### config.mk
export PLATFORM = sky130hd
export DESIGN_NAME = button_bounce_gen
export DESIGN_NICKNAME = d
export VERILOG_FILES = /design/src/rtl/button_bounce_gen.sv
export SDC_FILE = /design/constraint.sdc
export NUM_CORES = 1
export LEC_CHECK = 0
export CAP_MARGIN = 20
export CORE_ASPECT_RATIO = 0.7
export CORE_UTILIZATION = 65
export CTS_BUF_LIST = sky130_fd_sc_hd__clkbuf_2
export DETAILED_ROUTE_END_ITERATION = 16
export DONT_BUFFER_PORTS = 1
export GPL_ROUTABILITY_DRIVEN = 0
export HOLD_SLACK_MARGIN = 0.02
export PLACE_DENSITY = 0.86
export SLEW_MARGIN = 20
export SYNTH_ARGS = -nofsm -noshare
export SYNTH_HDL_FRONTEND = slang
export SYNTH_SLANG_ARGS = --single-unit
### constraint.sdc
create_clock -name clk_1k -period 2.4 [get_ports clk_1k]
set_input_delay 0.36 -clock clk_1k [delete_from_list [all_inputs] [get_ports clk_1k]]
set_output_delay 0.36 -clock clk_1k [all_outputs]
set_load 0.005 [all_outputs]
### src/rtl/button_bounce_gen.sv
// Synthetic mechanical-button waveform source (edge, LFSR-timed bounce glitches, stable settle).
// Line changes on the accept edge; one command in flight, cmd_valid must be held until cmd_ready.
module button_bounce_gen #(
    parameter int         BOUNCE_MAX = 7,
    parameter int         DWELL_W    = 4,
    parameter int         SETTLE_MS  = 20,
    parameter logic [7:0] SEED       = 8'hA5
) (
    input  logic       clk_1k,
    input  logic       rst,
    input  logic       cmd_valid,
    output logic       cmd_ready,
    input  logic       cmd_level,
    input  logic [2:0] cmd_bounces,
    output logic       button_out,
    output logic       busy,
    output logic       done
);

    typedef enum logic [2:0] {
        ST_IDLE,
        ST_BOUNCE_LO,
        ST_BOUNCE_HI,
        ST_SETTLE,
        ST_DONE
    } state_t;

    localparam logic [2:0] BMAX      = 3'((BOUNCE_MAX > 7) ? 7 : BOUNCE_MAX);
    localparam logic [7:0] SETTLE_LD = 8'(SETTLE_MS - 1);
    // Galois feedback mask for x^8+x^6+x^5+x^4+1 (right-shifting form)
    localparam logic [7:0] LFSR_TAPS = 8'hB8;

    state_t     state_q, state_d;
    logic [7:0] cnt_q, cnt_d;
    logic [2:0] n_q, n_d;
    logic       tgt_q, tgt_d;
    logic       btn_q, btn_d;
    logic [7:0] lfsr_q, lfsr_d;

    logic [7:0] dwell_m1;
    logic [2:0] n_req;

    // Counters hold "remaining cycles minus one", so expiry is simply cnt == 0
    assign dwell_m1 = 8'(lfsr_q[DWELL_W-1:0]);
    assign n_req    = (cmd_bounces > BMAX) ? BMAX : cmd_bounces;

    always_comb begin
        state_d = state_q;
        cnt_d   = cnt_q;
        n_d     = n_q;
        tgt_d   = tgt_q;
        btn_d   = btn_q;
        lfsr_d  = {1'b0, lfsr_q[7:1]} ^ (lfsr_q[0] ? LFSR_TAPS : 8'h00);

        case (state_q)
            ST_IDLE: begin
                if (cmd_valid) begin
                    tgt_d = cmd_level;
                    btn_d = cmd_level;
                    n_d   = n_req;
                    if (n_req == 3'd0) begin
                        state_d = ST_SETTLE;
                        cnt_d   = SETTLE_LD;
                    end else begin
                        state_d = ST_BOUNCE_LO;
                        cnt_d   = dwell_m1;
                    end
                end
            end
            ST_BOUNCE_LO: begin
                if (cnt_q == 8'd0) begin
                    btn_d   = ~tgt_q;
                    cnt_d   = dwell_m1;
                    state_d = ST_BOUNCE_HI;
                end else begin
                    cnt_d = cnt_q - 8'd1;
                end
            end
            ST_BOUNCE_HI: begin
                if (cnt_q == 8'd0) begin
                    btn_d = tgt_q;
                    n_d   = n_q - 3'd1;
                    if (n_q == 3'd1) begin
                        state_d = ST_SETTLE;
                        cnt_d   = SETTLE_LD;
                    end else begin
                        state_d = ST_BOUNCE_LO;
                        cnt_d   = dwell_m1;
                    end
                end else begin
                    cnt_d = cnt_q - 8'd1;
                end
            end
            ST_SETTLE: begin
                if (cnt_q == 8'd0) begin
                    state_d = ST_DONE;
                end else begin
                    cnt_d = cnt_q - 8'd1;
                end
            end
            ST_DONE: begin
                state_d = ST_IDLE;
            end
            default: begin
                state_d = ST_IDLE;
            end
        endcase
    end

    always_ff @(posedge clk_1k) begin
        if (rst) begin
            state_q <= ST_IDLE;
            cnt_q   <= 8'd0;
            n_q     <= 3'd0;
            tgt_q   <= 1'b0;
            btn_q   <= 1'b0;
            lfsr_q  <= SEED;
        end else begin
            state_q <= state_d;
            cnt_q   <= cnt_d;
            n_q     <= n_d;
            tgt_q   <= tgt_d;
            btn_q   <= btn_d;
            lfsr_q  <= lfsr_d;
        end
    end

    assign button_out = btn_q;
    assign cmd_ready  = (state_q == ST_IDLE);
    assign busy       = (state_q != ST_IDLE);
    assign done       = (state_q == ST_DONE);

endmodule

==> impl_metrics.yaml, run 1 <==
floorplanning:
  die_x_um: 58.1
  fp.dieH_um: 41.3
  core_area_um2: 1970
  io_pins: 11
  dieArea_um2: 2400
  start_util_pct: 72.9
  std_cell_rows: 13
synthesis:
  synth_top_area_share_pct: 33.5
  synth_top_cells_by_count: "24 x dfxtp_1, 15 x a21oi_1, 13 x nor2_1"
  avgSynthCellArea_um2: 8.43
  ys_top_cells_by_area: "dfxtp_1 34%, a21oi_1 5.2%, buf_6 3.9%"
  synthMostInstantiatedCell: "dfxtp_1"
  yosysTopAreaCell: "dfxtp_1"
  syn_inst: 170
  synth_cell_types: 48
  syn-num-nets: 181
  seq_area_frac_synth_pct: 33.5
  synth_edf_count: 0
  ys.flop_type: "dfxtp_1"
  ys_warn_count: 0
  syn-cell-area_um2: 1430
  ys_async_sr_fraction_pct: 0
  ys_ff_latch: 24
worst_hold_path:
  hold_class: "input port to register"
timing:
  setup_violations: 0
  finalWorstSetupSlack_ns: 0.255
  fin_crit_ns: 2.15
  timing.hold.ws_ns: 0.0442
  worst-slew-pin-transition_ns: 0.567
  hold_viol: 0
  maxSlewViolCount: 0
  slew_headroom_pct: 61.9
  finClkSkew_ns: 0.00999
  rsz0062_at_grt: "no"
  timing.fmax_ghz: 0.466
  fin_crit_sh_pct: 89.4
  tns_ns: 0
cts:
  cts_tree: "built"
  cts_buffers: 3
  path_clk_slew_ns: 0.21
  cts_max_level: 1
  root_buffer: "clkbuf_2"
  ctsLongestPathBuffers: 2
  clock_latency_ns: 0.35
  post_cts_resized: 0
  cts_sinks: 24
pwr:
  intPower_mw: 1.03
  swShare_pct: 48.5
  comb_power_share_pct: 57.7
  irDropWorstVdd_v: 0.000686
  clockPowerShare_pct: 8.0
  p_total_mw: 1.99
  leakagePower_nw: 0.523
  p_seq_share_pct: 34.3
  p_switching_mw: 0.967
  p_per_area_nw_per_um2: 1400
critical_path:
  arrival_ns: 2.42
  crit_path_max_fanout: 6
  worstSetupEndpointType: "register"
  path_cells: "inv_1 -> ha_1 -> or3b_1 -> nand2b_4 -> o21ai_2 -> o21ai_0 -> a32o_1"
  critPathRequiredTime_ns: 2.67
  slowest_stage: "or3b_1"
  crit_type: "register to register"
  max_stage_delay_ns: 0.47
  worstSetupStartpointType: "register"
grt:
  antenna_found_initial: 0
  overflow: 0
  gr-usage-all-layers_pct: 28.5
  grt_pass1_vias: 1102
  grt_max_degree: 23
  grt_pass1_wl_um: 4950
layout:
  final_layout_size_suffix_gt1_share_pct: 9.70
  fillerInstances: 165
  area_growth_pct: -0.960
  final_area_um2: 1420
  diodes: 0
  final_nets: 177
  stdcell_count: 195
  final_util_pct: 72.2
place:
  dpl_cell_area_um2: 1390
  place_ws_ns: 0.289
  io_buffer_count: 0
  dpl.cell_count: 190
  hpwlAfterDp_um: 2220
route:
  wl_um: 3090
  drt_drc_violations_left: 0
  drt_iter0_markers: 136
  via_per_inst: 6.44
  first_pass_iters: 4
  vias: 1255
  avgRoutedWirePerCell_um: 15.9
  ant_nets: 0
status:
  status: "completed"
run:
  cap_viol_max_count: 0
repair_timing:
item | CTS | global route
buffers inserted | 0 | 0
hold buffers | 0 | 1
hold endpoints to repair | 0 | 7
critical path: cells and delay by family (launching register included):
| family | cells | cell delay [ns] |
|---|---|---|
| flip-flops | 1 | 0.39 |
| adder cells (fa/ha/maj) | 1 | 0.18 |
| AND/OR/NAND/NOR | 2 | 0.70 |
| AO/OA/AOI/OAI | 3 | 0.71 |
| buffers and inverters | 1 | 0.09 |
power by group through the flow:
stage | Sequential, mW | Clock, mW | Combinational (mW)
2_1_floorplan | 0.601 | 0 | 1.06
3_3_place_gp | 0.671 | 0 | 1.09
3_5_place_dp | 0.683 | 0 | 1.13
4_1_cts | 0.673 | 0.160 | 1.13
5_1_grt | 0.703 | 0.173 | 1.26
6_report | 0.683 | 0.160 | 1.15
area by class of cell:
cell class | instances | area [um2] | share of cell area [%]
inverters | 9 | 33.8 | 2.38
multi-input cells | 127 | 840 | 59.1
repair buffers | 1 | 10.0 | 0.705
well taps | 30 | 37.5 | 2.64
flip-flops and latches | 24 | 480 | 33.8
clock inverters | 1 | 3.75 | 0.264
clock buffers | 3 | 15.0 | 1.06
registers in the layout, indices dropped and copies added, names as in the netlist:
signal	cells
tgt_q	1
n_q	3
state_q	3
cnt_q	8
button_out	1
lfsr_q	8
metal layers:
| metal | GRT usage (%) | share of wire [%] | vias to the layer above |
|---|---|---|---|
| met2 | 48.6 | 44 | 59 |
| met3 | 6.79 | 8.5 | 15 |
| li1 | - | - | 604 |
| met1 | 36.8 | 45 | 577 |
| met4 | 9.52 | 2.3 | 0 |
| met5 | 0 | 0 | - |
kinds of logic (layout without fill, tap and decap cells):
group	Yosys count	after routing	share of synthesized area [%]
buf+inv	19	14	7.94
simple gates	65	65	26.1
xor+xnor	4	4	2.44
mux	2	2	1.40
flops	24	24	33.5
fa+ha+maj	4	4	3.49
compound gates	52	52	25.1
cells in the final DEF, fill, tap and decap left out, types with 2 or more instances in the layout:
cell / netlist / final
o21ai_0: 10 / 10
o21a_1: 3 / 3
inv_1: 9 / 9
nand2_1: 9 / 9
o31ai_1: 2 / 2
or3_1: 3 / 3
o221ai_1: 4 / 4
o211ai_1: 2 / 2
a21oi_1: 15 / 15
nand2b_1: 2 / 2
clkbuf_2: 0 / 3
a32o_1: 3 / 3
ha_1: 4 / 4
nor2_1: 13 / 13
xnor2_1: 4 / 4
nor3b_1: 3 / 3
dfxtp_1: 24 / 24
or2_2: 3 / 3
nor2b_1: 6 / 6
o22ai_1: 2 / 2
nor3_1: 6 / 6
mux2i_1: 2 / 2
nor4_1: 3 / 3
and3_1: 2 / 2
o21ai_4: 2 / 2
nand3_1: 5 / 5
worst paths after layout:
check | start | end | slack [ns] | depth (start not counted)
worst max register to register | cnt_q[0]$_SDFFE_PP0P_ | n_q[2]$_SDFFE_PP0P_ | 0.25 | 7
worst min register to register | lfsr_q[7]$_SDFF_PP1_ | lfsr_q[6]$_SDFF_PP0_ | 0.47 | 1
worst max-delay path | cnt_q[0]$_SDFFE_PP0P_ | n_q[2]$_SDFFE_PP0P_ | 0.25 | 7
worst min-delay path | rst | cnt_q[4]$_SDFFE_PP0P_ | 0.04 | 1
Note: power is estimated with default switching activity, not from simulation.
==> run 2, diff against run 1 <==
--- a/config.mk
+++ b/config.mk
@@ -5,6 +5,7 @@
 export SDC_FILE = /design/constraint.sdc
 export NUM_CORES = 1
 export LEC_CHECK = 0
+export ABC_AREA = 1
 export CAP_MARGIN = 20
 export CORE_ASPECT_RATIO = 0.7
 export CORE_UTILIZATION = 65
==> impl_metrics.yaml, run 2 <==
place:
  io_buffer_count: 0
  place_ws_ns: 0.790
  hpwlAfterDp_um: 2400
cts:
  clock_latency_ns: 0.35
  ctsLongestPathBuffers: 2
  cts_buffers: 3
  path_clk_slew_ns: 0.23
  cts_max_level: 1
  cts_sinks: 24
  root_buffer: "clkbuf_2"
  cts_tree: "built"
timing:
  tns_ns: 0
  finalWorstSetupSlack_ns: 0.736
  hold_viol: 0
  rsz0062_at_grt: "no"
  timing.fmax_ghz: 0.601
  maxSlewViolCount: 0
  worst-slew-pin-transition_ns: 0.585
  fin_crit_sh_pct: 69.3
  finClkSkew_ns: 0.0143
  slew_headroom_pct: 60.7
  timing.hold.ws_ns: 0.0481
  fin_crit_ns: 1.66
  setup_violations: 0
pwr:
  p_total_mw: 2.24
  leakagePower_nw: 0.736
  p_per_area_nw_per_um2: 1530
  swShare_pct: 49.2
  p_switching_mw: 1.10
  p_seq_share_pct: 29.1
  intPower_mw: 1.14
  clockPowerShare_pct: 11.9
  comb_power_share_pct: 58.9
  irDropWorstVdd_v: 0.000742
floorplanning:
  io_pins: 11
  std_cell_rows: 13
  die_x_um: 57.2
  dieArea_um2: 2330
  start_util_pct: 71.7
  fp.dieH_um: 40.7
  core_area_um2: 1940
layout:
  largestRegisters: "cnt_q (8), lfsr_q (8)"
  mostFrequentLayoutCell: "nand2_1"
  final_util_pct: 75.6
  area_growth_pct: 5.41
  final_cell_mix: "44 x nand2_1, 35 x nor2_1, 29 x inv_1"
  final_nets: 223
  diodes: 0
  final_layout_size_suffix_gt1_share_pct: 11.8
synthesis:
  synthAdderAreaFrac_pct: 3.61
  syn-num-nets: 219
  syn_inst: 208
  ys_ff_latch: 24
  ys_async_sr_fraction_pct: 0
  seq_area_frac_synth_pct: 34.6
  ys_top_cells_by_area: "dfxtp_1 35%, nand2_1 12%, nor2_1 9.5%"
  syn-cell-area_um2: 1390
  avgSynthCellArea_um2: 6.67
  synth_top_area_share_pct: 34.6
  synth_edf_count: 0
  synthMuxAreaShare_pct: 0.721
  synth_top_family_by_area: "simple AND/OR/NAND/NOR gates"
  synth_compound_area_share_pct: 11.1
  synthMostInstantiatedCell: "nand2_1"
  synth_top_cells_by_count: "44 x nand2_1, 35 x nor2_1, 29 x inv_1"
  synth_cell_types: 25
  synth-xor-area-share_pct: 3.79
  ys_warn_count: 0
  ys.flop_type: "dfxtp_1"
  yosysTopAreaCell: "dfxtp_1"
  synth-simple-area-share_pct: 37.2
route:
  drt_drc_violations_left: 4
  vias: 1298
  avgRoutedWirePerCell_um: 13.3
  drt_iter0_markers: 91
  via_per_inst: 5.57
  first_pass_iters: 10
  ant_nets: 0
  wl_um: 3110
worst_hold_path:
  hold_class: "input port to register"
critical_path:
  r2r_cells: 9
  r2r_start: "cnt_q[0]$_SDFFE_PP0P_"
  worstSetupStartpointType: "register"
  critPathRequiredTime_ns: 2.68
  path_cells: "inv_1 -> ha_1 -> nand2_1 -> nor2_4 -> nand2_2 -> nand2_4 -> inv_1 -> o21ai_0 -> nor2_1"
  endpoint: "cnt_q[3]$_SDFFE_PP0P_"
  slowest_stage: "dfxtp_1"
  worstSetupEndpointType: "register"
  crit_path_max_fanout: 10
  max_stage_delay_ns: 0.37
  crit_top_cell: "inv_1"
  r2r_end: "cnt_q[3]$_SDFFE_PP0P_"
  arrival_ns: 1.95
  crit_type: "register to register"
  crit_start: "cnt_q[0]$_SDFFE_PP0P_"
  rrSetupSlack_ns: 0.74
grt:
  grt_pass1_wl_um: 4730
  gr-usage-all-layers_pct: 28.6
  overflow: 0
  grt_pass1_vias: 1106
  antenna_found_initial: 0
  grt_max_degree: 15
status:
  status: "complete, but fails checks"
  violations: "DRC"
run:
  cap_viol_max_count: 0
## run 2: changes by cell type after synthesis, sizes merged, moves of 6 or more
cell / delta
buf: -7
nor2: +30
nor2b: -6
nand3: +6
nand2: +41
inv: +22
## run 2: worst min-delay path by stage
stage                         start                 endpoint  slack (ns)  cells after the start
2_1_floorplan  lfsr_q[7]$_SDFF_PP1_     lfsr_q[6]$_SDFF_PP0_        0.39                      2
3_3_place_gp   lfsr_q[7]$_SDFF_PP1_     lfsr_q[6]$_SDFF_PP0_        0.40                      2
3_5_place_dp   lfsr_q[7]$_SDFF_PP1_     lfsr_q[6]$_SDFF_PP0_        0.42                      2
4_1_cts                         rst    cnt_q[0]$_SDFFE_PP0P_        0.04                      1
5_1_grt                         rst  state_q[0]$_SDFFE_PP0P_        0.02                      1
6_report                        rst  state_q[0]$_SDFFE_PP0P_        0.05                      1
## run 2: what timing repair did
item                                   in CTS  in global routing
resized for setup                           0                  0
buffers inserted                            0                  0
endpoints found under the hold margin       0                  1
hold buffers                                0                  1
## run 2: cell families (layout without fill, tap and decap cells)
group | after synthesis | count (layout)
xor+xnor | 6 | 6
fa+ha+maj | 4 | 4
flops | 24 | 24
compound gates | 27 | 27
simple gates | 113 | 113
mux | 1 | 1
buf+inv | 33 | 36
## run 2: layout make-up
type	count	area (um2)
Clock buffer	3	15.0
Clock inverter	1	30.0
Fill cell	155	473
Inverter	31	116
Multi-Input combinational cell	151	783
Sequential cell	24	480
Tap cell	22	27.5
Timing Repair Buffer	1	10.0
## run 2: critical path: cells and delay by family, from the launching register on
family	cells	cell delay, ns
adders and majority gates	1	0.18
buffers and inverters	2	0.25
AOI/OAI and AO/OA	1	0.18
and+or+nand+nor	5	0.63
DFF	1	0.37
## run 2: metal layers
metal / vias to the layer above / GRT usage, % / wire (um)
li1: 654 / - / -
met1: 577 / 33.7 / 1340
met2: 61 / 52.1 / 1460
met3: 6 / 7.57 / 265
met4: 0 / 11.6 / 46
met5: - / 0 / 0
## run 2: power by group through the flow
| stage | logic [mW] | clock network [mW] | registers [mW] |
|---|---|---|---|
| detailed placement | 1.29 | 0 | 0.656 |
| global placement | 1.23 | 0 | 0.648 |
| global route | 1.46 | 0.285 | 0.663 |
| CTS | 1.30 | 0.269 | 0.647 |
| floorplan | 1.07 | 0 | 0.626 |
| finish | 1.32 | 0.267 | 0.652 |
## run 2: metrics by stage
| stage | cell area [um2] | std cells |
|---|---|---|
| after floorplan | 1390 | 208 |
| after global placement | 1410 | 228 |
| after detailed placement | 1410 | 228 |
| after CTS | 1450 | 232 |
| after global routing | 1460 | 233 |
| final | 1460 | 233 |
